### config.mk
export PLATFORM = sky130hd
export DESIGN_NAME = pc_fetch_unit
export DESIGN_NICKNAME = d
export VERILOG_FILES = /design/src/rtl/pc_fetch_unit.sv
export SDC_FILE = /design/constraint.sdc
export NUM_CORES = 1
export LEC_CHECK = 0
export BUFFER_PORTS_ARGS = -buffer_cell sky130_fd_sc_hd__buf_4
export CAP_MARGIN = 20
export CORE_UTILIZATION = 54
export CTS_BUF_LIST = sky130_fd_sc_hd__clkbuf_16
export DETAILED_ROUTE_END_ITERATION = 10
export PLACE_DENSITY = 0.95
export SETUP_SLACK_MARGIN = 0.2
export SYNTH_ARGS = -nofsm -noshare
export SYNTH_HDL_FRONTEND = slang
export SYNTH_SLANG_ARGS = --single-unit
### constraint.sdc
create_clock -name clk -period 10.3 [get_ports clk]
set_input_delay 2.06 -clock clk [delete_from_list [all_inputs] [get_ports clk]]
set_output_delay 2.06 -clock clk [all_outputs]
set_load 0.005 [all_outputs]
### src/rtl/pc_fetch_unit.sv
// Program-counter fetch unit: requests one instruction word at pc, holds it for decode,
// then advances pc sequentially, by PC-relative branch, or by absolute jump.
// Optional fetch-ack timeout with sticky error state is enabled by defining PC_FETCH_TIMEOUT_EN.
module pc_fetch_unit #(
    parameter logic [31:0] RESET_PC       = 32'h0000_0000,
    parameter int unsigned TIMEOUT_CYCLES = 16
) (
    input  logic        clk,
    input  logic        rst,
    output logic        imem_req,
    output logic [31:0] imem_addr,
    input  logic        imem_ack,
    input  logic [31:0] imem_rdata,
    output logic [31:0] instr,
    output logic        instr_valid,
    input  logic        instr_ready,
    input  logic        branch_taken,
    input  logic [31:0] imm_ext,
    input  logic        jump,
    input  logic [25:0] jump_target,
    output logic [31:0] pc,
    output logic        fetch_err
);

    localparam logic [1:0] IDLE = 2'd0;
    localparam logic [1:0] REQ  = 2'd1;
    localparam logic [1:0] HOLD = 2'd2;
    localparam logic [1:0] ERR  = 2'd3;

    // Handshake: instr is transferred on any cycle where instr_valid && instr_ready;
    // the imem side completes a read on any cycle where imem_req && imem_ack.
    logic [1:0]  state;
    logic [31:0] pc4;
    logic [31:0] next_pc;
    logic        timeout_hit;

    // The word offset only contributes 30 bits once shifted into a byte offset.
    logic unused_imm;
    assign unused_imm = &{1'b0, imm_ext[31:30]};

    always_comb begin
        pc4     = pc + 32'd4;
        next_pc = pc4;
        if (jump) begin
            next_pc = {pc4[31:28], jump_target, 2'b00};
        end else if (branch_taken) begin
            next_pc = pc4 + {imm_ext[29:0], 2'b00};
        end
    end

`ifdef PC_FETCH_TIMEOUT_EN
    logic [7:0] timeout_cnt;

    // Counts consecutive unacknowledged REQ cycles; held at zero outside REQ,
    // so every entry into REQ starts a fresh count.
    always_ff @(posedge clk) begin
        if (rst) begin
            timeout_cnt <= 8'd0;
        end else if (state != REQ) begin
            timeout_cnt <= 8'd0;
        end else if (!imem_ack) begin
            timeout_cnt <= timeout_cnt + 8'd1;
        end
    end

    assign timeout_hit = (timeout_cnt == 8'(TIMEOUT_CYCLES - 1));
    assign fetch_err   = (state == ERR);
`else
    logic [7:0] unused_timeout;
    assign unused_timeout = 8'(TIMEOUT_CYCLES);
    assign timeout_hit    = 1'b0;
    assign fetch_err      = 1'b0;
`endif

    always_ff @(posedge clk) begin
        if (rst) begin
            state <= IDLE;
            pc    <= RESET_PC;
            instr <= 32'd0;
        end else begin
            case (state)
                IDLE: state <= REQ;
                REQ: begin
                    if (imem_ack) begin
                        instr <= imem_rdata;
                        state <= HOLD;
                    end else if (timeout_hit) begin
                        state <= ERR;
                    end
                end
                HOLD: begin
                    if (instr_ready) begin
                        pc    <= next_pc;
                        state <= REQ;
                    end
                end
                ERR: state <= ERR;
            endcase
        end
    end

    assign imem_req    = (state == REQ);
    assign imem_addr   = pc;
    assign instr_valid = (state == HOLD);

endmodule

# == Word-level counts from Yosys, hierarchy flattened ==
# Cells that the tools add are included.
# classes
addsub,2
n_eq_ne,5
mux,5
reduce_logical,4
# ops
operator,count
32-bit two-way mux,2
"32-bit by 3-bit adder with 32-bit output, second input constant",1
32-bit adder,1
2-bit one-hot mux with 4 select lines,1
2-bit AND reduction,3
"2-bit equality test, second input constant",2
2-bit two-way mux,2
"2-bit by 1-bit != test with 1-bit output, second input constant",2
"2-bit by 1-bit equality test with 1-bit output, second input constant",1
2-bit zero test,1
# word_totals
register_bits,66
in_bits,96
output_inout_bits,99
wordCells,19

# == Longest topological paths before layout ==
# depth
word_depth,4
ltp_mapped,16

# == Worst setup path after synthesis ==
# No wires, ideal clock.
# synth_timing
path_type,in2reg
startpoint,in imm_ext[0]
endpoint,"reg pc[30], in the netlist imem_addr[30]"
setup_ns,0.086
t_arrival_ns,4.236
t_required_ns,10.214
setup_slack_ns,5.979
stages,11
n_path_buf,0
cell_sequence,ha_1 fa_1 a21oi_1 nor2_1 o21ai_1 a21oi_1 a21o_1 o31a_1 a221oi_2 xor2_1 a211oi_1
# synth_between
elab_chain_cells,3
# synth_rtl
element,line_no,rtl
start: declaration,18,"input logic [31:0] imm_ext,"
32-bit adder,47,"next_pc = pc4 + {imm_ext[29:0], 2'b00};"
32-bit two-way mux,46,end else if (branch_taken) begin
32-bit two-way mux,44,if (jump) begin
end signal: assignment,93,pc <= next_pc;
end: declaration,21,"output logic [31:0] pc,"
# No other way between the ends.
# A chain may end at the register's enable or synchronous reset.

# == Worst setup path in the final report ==
# Ends and elaborated chain as after synthesis.

==> impl_metrics.json <==
{
  "area.growth.synth_to_final_pct": 30.2,
  "cts-buffers-inserted": 9,
  "final_min_period_over_clock_period_pct": 44.0,
  "cp.required_ns": 10.49,
  "die_h_um": 100,
  "crit_family": "compound AO/OA/AOI/OAI gates",
  "final_layout_setup_total_negative_slack_ns": 0,
  "critPathMaxFanout": 4,
  "worstPathCellList": "buf_4 -> ha_1 -> fa_1 -> a21oi_1 -> nor2_1 -> o21ai_1 -> a21oi_1 -> a21o_1 -> o31a_1 -> a221oi_2 -> xor2_1 -> a211oi_1",
  "finalSetupViolations": 0,
  "drv.max_cap_violation_count": 0,
  "worst_skew_pair.late_latency_ns": 0.33,
  "cellInternalPower_w": 0.000543,
  "portBuffers": 187,
  "vias_in_the_first_global_route": 4986,
  "worstPathBufferInverterCount": 1,
  "cp-end-kind": "flop",
  "number_of_nets_at_the_end_of_the_flow": 964,
  "tritoncts_clock_tree": "built",
  "grt_pass1_wl_um": 23900,
  "synth.area.top_cells": "sky130_fd_sc_hd__dfxtp_1 (25%), sky130_fd_sc_hd__nand2_1 (9.1%), sky130_fd_sc_hd__ha_1 (8.9%)",
  "synth_sequential_area_ratio_pct": 24.7,
  "ys_ff_latch": 64,
  "clockBufferDepth": 2,
  "grt_overall_usage_pct": 30.1,
  "firstDrtPassIters": 5,
  "rows": 35,
  "htreeDepth": 3,
  "critPathArrivalTime_ns": 4.72,
  "ys_async_sr_fraction_pct": 0,
  "min_delay_worst_type": "flop to flop",
  "netlist_area_um2": 5180,
  "antenna_found_initial": 0,
  "finalHoldViolCount": 0,
  "dr.first_iter.drc_count": 379,
  "initial_core_util_pct": 55.8,
  "final_max_slew_viol_count": 0,
  "hpwlAfterDp_um": 11600,
  "post_route_cells_drive_above_1_share_pct": 26.5,
  "largest_net_degree_at_the_start_of_global_routing": 61,
  "max_clock_freq_mhz": 221,
  "timing.setup.critical_path_class": "input pin to flop",
  "fin_worst_skew_ns": 0.0101,
  "cts.root.buffer_cell": "sky130_fd_sc_hd__clkbuf_16",
  "die_width_um": 100,
  "place.gp.congestion": 0.968,
  "totalWireLength_um": 16400,
  "path_common_cell": "sky130_fd_sc_hd__a21oi_1",
  "netlist-cell-type-count": 68,
  "cts.sink_count": 64,
  "pwr-share-comb_pct": 19.7,
  "switching_power_w": 0.000200,
  "sw_share_pct": 26.9,
  "routed_length_per_instance_um": 17.0,
  "p_seq_share_pct": 35.8,
  "power.share.clock_pct": 44.4,
  "max_slew_margin_pct": 52.0,
  "yosys_warnings": 0,
  "status": "complete, no violations",
  "diodes": 0,
  "critical-path-slowest-cell": "sky130_fd_sc_hd__fa_1",
  "synth_top_area_share_pct": 24.7,
  "reg2reg_setup_slack_ns": 6.13,
  "worstSetupStartpointType": "input pin",
  "tightestPinTransition_ns": 0.717,
  "drtAntennaViolNets": 0,
  "detailroute.via_count": 5645,
  "cts_setup_buffers": 0,
  "postCtsResizedCells": 0,
  "postSynthCellCount": 695,
  "design.core.area_um2": 9280,
  "clk_pin_slew_worst_paths_ns": 0.06,
  "synth_edf_count": 0,
  "crit_path_max_incr_delay_ns": 0.41,
  "synth_top_cells_by_count": "sky130_fd_sc_hd__nand2_1 (125), sky130_fd_sc_hd__a21oi_1 (83), sky130_fd_sc_hd__dfxtp_1 (64)",
  "ctsHoldBuffers": 0,
  "layout_min_cycle_time_ns": 4.53,
  "num_io_pins": 195,
  "grt_overflow_total": 0,
  "syn_area_per_cell_um2": 7.45,
  "synth.most_common_cell": "sky130_fd_sc_hd__nand2_1",
  "tightest_hold_margin_ns": 0.454,
  "rsz0062_at_grt": "false",
  "power_density_nw_per_um2": 110,
  "leakage_nw": 3.16,
  "die_area_um2": 9990,
  "netlist.top_cell.by_area": "sky130_fd_sc_hd__dfxtp_1",
  "via_per_inst": 5.86,
  "route.detailed.drc": 0,
  "peakVddDrop_v": 0.0000868,
  "synth-main-ff-cell": "sky130_fd_sc_hd__dfxtp_1"
}
-- area by class of cell --
class / count / area [um2]
Inverter: 13 / 48.8
Multi-Input combinational cell: 552 / 3460
Clock inverter: 7 / 103
Timing Repair Buffer: 190 / 1470
Fill cell: 747 / 2540
Clock buffer: 9 / 225
Sequential cell: 64 / 1280
Tap cell: 129 / 161
-- routing by layer --
layer	track usage, %	share of wire (%)	vias to the layer above	wire length (um)
met5	0	0	-	0
met1	34.3	37	2557	6140
met4	15.0	4.4	0	724
met2	53.2	50	333	8190
li1	-	-	2691	-
met3	6.55	8.4	64	1370
-- power groups by stage --
stage / Sequential (W) / Combinational, W / Clock [W]
finish: 0.000266 / 0.000147 / 0.000330
global route: 0.000267 / 0.000159 / 0.000344
CTS: 0.000265 / 0.000141 / 0.000331
detailed placement: 0.000271 / 0.000140 / 0
global placement: 0.000270 / 0.000137 / 0
floorplan: 0.000270 / 0.0000817 / 0
-- through the flow --
| step | instances | setup slack [ns] | power (W) | utilization (%) | cell area [um2] |
|---|---|---|---|---|---|
| after floorplan | 699 | 5.98 | 0.000351 | - | 5200 |
| after global placement | 946 | 5.51 | 0.000407 | 68.5 | 6360 |
| after detailed placement | 946 | 5.48 | 0.000410 | 68.5 | 6360 |
| after CTS | 962 | 5.81 | 0.000737 | 72.1 | 6690 |
| after global routing | 964 | 5.67 | 0.000771 | 72.7 | 6750 |
| final | 964 | 5.77 | 0.000742 | 72.7 | 6750 |
-- final timing paths --
kind | endpoint | start | cells after the start
max | imem_addr[30]$_SDFFE_PP0P_ | imm_ext[0] | 12
min | instr[27]$_SDFFE_PP0P_ | instr[27]$_SDFFE_PP0P_ | 2
max reg2reg | imem_addr[31]$_SDFFE_PP0P_ | imem_addr[8]$_SDFFE_PP0P_ | 15
min reg2reg | instr[27]$_SDFFE_PP0P_ | instr[27]$_SDFFE_PP0P_ | 2
-- cells in the final DEF, fill, tap and decap left out, drive strengths merged, types with 3 or more instances in the layout --
cell type,Yosys,routed
nor3,12,12
o211ai,11,11
and2,5,5
nor2b,7,7
o22ai,4,4
and4,5,5
buf,42,190
a211oi,13,13
a21oi,84,84
a211o,7,7
dfxtp,64,64
nand2b,6,6
o21bai,3,3
o21ai,31,31
nand2,126,126
a21o,16,16
o21a,3,3
nand4,12,12
clkbuf,28,9
conb,1,5
o31ai,3,3
nor2,44,44
ha,37,37
mux2i,8,8
xor2,17,17
a31oi,4,4
inv,13,15
and3,7,7
xnor2,33,33
nand3,20,20
a22o,5,5
-- logic make-up after synthesis --
family,after synthesis,share of synthesized area [%]
DFF,64,24.7
xor gates and xnor gates,50,8.45
adders and majority gates,38,9.32
other,1,0.0724
and+or+nand+nor,252,22.9
buffers and inverters,83,8.79
muxes,9,1.76
AOI/OAI and AO/OA,198,24.0
-- sequential cells by signal (all words and copies together), names as in the netlist --
signal and count:
state 2, instr 32, imem_addr 30
-- worst min-delay path, stage by stage (launching register included) --
cell and delay [ns]:
sky130_fd_sc_hd__dfxtp_1 0.31, sky130_fd_sc_hd__nand2_1 0.05, sky130_fd_sc_hd__a21oi_1 0.05
(Power assumes the default switching activity.)
